**src/rtl/mem_port_arbiter.sv**
```systemverilog
// Arbitrates the single memory port between instruction fetch and load/store,
// sequencing a fixed-latency access and returning done pulses and read data.
module mem_port_arbiter #(
    parameter int ADDR_W  = 64,
    parameter int DATA_W  = 64,
    parameter int MEM_LAT = 1
) (
    input  logic              clock,
    input  logic              reset,
    input  logic              if_req,
    input  logic [ADDR_W-1:0] if_addr,
    output logic              if_done,
    output logic [DATA_W-1:0] if_rdata,
    input  logic              d_req,
    input  logic              d_we,
    input  logic [ADDR_W-1:0] d_addr,
    input  logic [DATA_W-1:0] d_wdata,
    output logic              d_done,
    output logic [DATA_W-1:0] d_rdata,
    output logic [ADDR_W-1:0] mem_addr,
    output logic [DATA_W-1:0] mem_wdata,
    output logic              mem_we,
    input  logic [DATA_W-1:0] mem_rdata,
    output logic              busy,
    output logic              owner
);

    typedef enum logic [1:0] {IDLE, ACCESS, RESP} state_t;

    localparam logic [3:0] LAT_M1 = 4'(MEM_LAT - 1);

    state_t            state, state_nxt;
    logic [3:0]        cnt;
    logic              last_grant;
    logic              we_q;
    logic [ADDR_W-1:0] addr_q;
    logic [DATA_W-1:0] wdata_q;
    logic              grant_any;
    logic              grant_d;

    always_comb begin
        state_nxt = state;
        grant_any = 1'b0;
        grant_d   = 1'b0;
        case (state)
            IDLE: begin
                if (if_req || d_req) begin
                    grant_any = 1'b1;
                    // On a tie the port that did not win last time goes first.
                    if (if_req && d_req) grant_d = ~last_grant;
                    else                 grant_d = d_req;
                    state_nxt = ACCESS;
                end
            end
            ACCESS:  if (cnt == 4'd0) state_nxt = RESP;
            RESP:    state_nxt = IDLE;
            default: state_nxt = IDLE;
        endcase
    end

    always_ff @(posedge clock or negedge reset) begin
        if (!reset) begin
            state      <= IDLE;
            cnt        <= 4'd0;
            last_grant <= 1'b1;
            owner      <= 1'b0;
            we_q       <= 1'b0;
            addr_q     <= '0;
            wdata_q    <= '0;
            if_rdata   <= '0;
            d_rdata    <= '0;
        end else begin
            state <= state_nxt;
            if (grant_any) begin
                addr_q     <= grant_d ? d_addr : if_addr;
                wdata_q    <= grant_d ? d_wdata : '0;
                we_q       <= grant_d & d_we;
                owner      <= grant_d;
                last_grant <= grant_d;
                cnt        <= LAT_M1;
            end else if (state == ACCESS && cnt != 4'd0) begin
                cnt <= cnt - 4'd1;
            end
            if (state == ACCESS && cnt == 4'd0 && !we_q) begin
                if (owner) d_rdata  <= mem_rdata;
                else       if_rdata <= mem_rdata;
            end
        end
    end

    // The write strobe is confined to the first ACCESS cycle, where cnt is still at its load value.
    assign mem_we    = (state == ACCESS) && we_q && (cnt == LAT_M1);
    assign mem_addr  = addr_q;
    assign mem_wdata = wdata_q;
    assign busy      = (state != IDLE);
    assign if_done   = (state == RESP) && !owner;
    assign d_done    = (state == RESP) && owner;

endmodule
```
**config.mk**
```make
export PLATFORM = sky130hd
export DESIGN_NAME = mem_port_arbiter
export DESIGN_NICKNAME = d
export VERILOG_FILES = /design/src/rtl/mem_port_arbiter.sv
export SDC_FILE = /design/constraint.sdc
export NUM_CORES = 1
export LEC_CHECK = 0
export BUFFER_PORTS_ARGS = -buffer_cell sky130_fd_sc_hd__buf_2
export CAP_MARGIN = 10
export CORE_AREA = 3 3 202 204
export DETAILED_ROUTE_END_ITERATION = 10
export DIE_AREA = 0 0 205 207
export PLACE_DENSITY = 0.59
export SYNTH_ARGS = -nofsm -noshare
export SYNTH_HDL_FRONTEND = slang
export SYNTH_SLANG_ARGS = --single-unit
export TNS_END_PERCENT = 30
```
**constraint.sdc**
```tcl
create_clock -name clock -period 3.3 [get_ports clock]
set_input_delay 0.165 -clock clock [delete_from_list [all_inputs] [get_ports clock]]
set_output_delay 0.165 -clock clock [all_outputs]
set_load 0.005 [all_outputs]
```
==> impl_metrics.yaml <==
clock_tree:
  cts_buffers: 30
  post-cts-setup-buffers: 0
  clock-sinks: 265
  cts_tree: "built"
  h-tree-depth: 1
  postCtsHoldBufs: 257
  cts_buffer_depth: 3
  cts-root-buf: "clkbuf_16"
  cts_resized: 0
  clkSlewWorstSetupHoldPaths_ns: 0.06
  clock_latency_ns: 0.56
timing:
  final.min_clock_period_ns: 2.57
  period_share_pct: 78.0
  timing_hold_violations_final: 0
  setup_viol: 0
  setup-tns-final_ns: 0
  slew_headroom_pct: 36.4
  slew_violations: 0
  max_freq_ghz: 0.389
  clock_skew_ns: 0.0115
  worst_slew_pin_slew_ns: 0.953
  rsz0062_at_grt: "false"
routing:
  drt_iter0_markers: 608
  vias_per_cell: 4.69
  drtPass1Iterations: 5
  wirelength_um: 36900
  ant_nets: 0
  wire_per_inst_um: 17.4
  vias: 9940
  detail_route.drc_violations: 0
floorplan:
  initial_utilization_pct: 27.5
  fp.dieH_um: 207
  die_w_um: 205
  core_area_sq_um: 39500
  die_area_sq_um: 42400
  io_pins: 522
  rows: 73
yosys:
  ys_ff_latch: 265
  synth_area_per_cell_sq_um: 13.2
  synth_area_sq_um: 10800
  ys_seq_area_share_pct: 61.2
  synthesis.nets: 1082
  yosysWarnings: 0
  yosysUniqueCellTypes: 34
  synth_cells: 819
place:
  hpwl_um: 23400
  numPortBuffers: 521
  routabilityCongestion: 0.806
  dpl_cell_area_sq_um: 14000
power_and_ir_drop:
  p_per_area_nw_per_um2: 884
  irDropWorstVdd_v: 0.000466
  p_leak_nw: 8.69
critical_path:
  path_max_fanout: 45
  crit_start: "cnt[0]$_DFFE_PN0P_"
  startpoint_type: "register"
  critPathArrivalTime_ns: 3.00
  path_class: "register to register"
  ff2ff_path_depth: 6
  required_ns: 3.73
  r2r_start: "cnt[0]$_DFFE_PN0P_"
  endpoint_kind: "register"
  crit_path_end: "if_rdata[33]$_DFFE_PN0P_"
  rr_endpoint: "if_rdata[33]$_DFFE_PN0P_"
  ff2ff_setup_slack_ns: 0.73
final_layout:
  drive_gt1_share_pct: 45.1
  synthToLayoutAreaGrowth_pct: 61.3
  layout_commonest_cell: "buf_2"
  design_area_sq_um: 17500
  fillers: 3596
  diodes: 0
  finalNetCount: 1837
  final_cell_mix: "520 x buf_2, 264 x dfrtp_1, 257 x dlygate4sd3_1, 68 x mux2_2, 67 x o21ai_0"
global_route:
  antenna_found_initial: 0
  track_usage_pct: 16.6
  grt_max_degree: 87
  grt_pass1_vias: 10400
  gr-total-overflow: 0
  grt_pass1_wl_um: 58000
run:
  drv_cap: 0
hold_path:
  hp-class: "input pin to register"
status:
  status: "complete, no violations"
[area by class of cell]
type	count	area, sq um	area share [%]
clock buffer	48	918	5.25
clock inverter	6	45.0	0.258
inverter	4	15.0	0.0858
multi-input combinational	480	3870	22.1
sequential	265	6630	37.9
tap	525	657	3.76
timing repair buffer	793	5350	30.6
[per-stage QoR]
step	hold slack, ns	total power, mW	util [%]	cells	setup WS (ns)
floorplan	-0.131	8.78	-	819	1.16
global placement	0.229	11.2	35.4	1810	0.821
detailed placement	0.234	11.4	35.4	1810	0.736
CTS	0.00269	15.5	44.3	2121	0.719
finish	0.0105	15.5	44.3	2121	0.727
global route	0.0132	16.4	44.3	2121	0.640
[cells in the mapped netlist]
master,number,area (sq um)
nand4b_1,1,8.76
o22ai_1,1,6.26
dfrtp_1,264,6610
ha_1,2,25.0
or4_4,1,11.3
buf_2,5,25.0
a21o_1,2,15.0
o21ai_0,67,335
nor2_1,67,251
or3b_4,1,11.3
o311ai_0,1,8.76
and3_1,1,6.26
buf_12,6,120
a21oi_1,63,315
nand3_1,4,20.0
mux2_2,68,766
a22o_1,65,569
o221ai_1,1,8.76
and3b_1,1,8.76
a21bo_2,1,10.0
a21boi_0,1,7.51
buf_1,6,22.5
nor3_1,1,5.00
nand2b_1,1,6.26
o31ai_1,64,480
mux2i_1,2,20.0
o21ai_1,1,5.00
dfstp_2,1,26.3
buf_6,1,11.3
mux2_4,60,901
inv_1,4,15.0
nor2b_1,1,6.26
clkbuf_1,52,195
nor3b_1,2,15.0
[per-layer routing]
metal  share of wire, %  up-vias  global-route usage, %
li1                   -     4498                      -
met1                 39     4816                   20.8
met2                 49      543                   28.0
met3                8.5       83                   3.46
met4                3.5        0                   6.13
met5                  0        -                      0
[flip-flops by register name (all words and copies together) (netlist names)]
name	count
state	2
we_q	1
owner	1
mem_wdata	64
if_rdata	64
cnt	4
last_grant	1
mem_addr	64
d_rdata	64
[how the worst min path moves through the flow]
| stage | endpoint | start | depth (start not counted) | slack, ns |
|---|---|---|---|---|
| detailed placement | d_rdata[12]$_DFFE_PN0P_ | reset | 1 | 0.23 |
| finish | mem_addr[60]$_DFFE_PN0P_ | if_addr[60] | 3 | 0.01 |
| floorplan | cnt[0]$_DFFE_PN0P_ | reset | 0 | -0.13 |
| global placement | d_rdata[12]$_DFFE_PN0P_ | reset | 1 | 0.23 |
| global route | mem_addr[60]$_DFFE_PN0P_ | if_addr[60] | 3 | 0.01 |
| CTS | mem_addr[60]$_DFFE_PN0P_ | if_addr[60] | 3 | 0.003 |
[cells by family (layout without fill, tap and decap cells)]
group,after synthesis,after routing,share of synthesized area (%)
fa+ha+maj,2,2,0.231
mux,130,130,15.6
simple gates,81,81,3.23
compound gates,267,267,16.2
flops,265,265,61.2
buf+inv,74,851,3.59
[critical path, cell delays in order (launching register included)]
cell and delay, ns:
dfrtp_1 0.38, inv_1 0.12, ha_1 0.19, or3b_4 0.41
or4_4 0.66, buf_12 0.30, mux2_4 0.34
[power breakdown]
part	switching (mW)	internal [mW]
sequential	0.840	4.79
clock	1.31	1.89
combinational	2.93	3.70
Power figures use the tool's default switching activity.
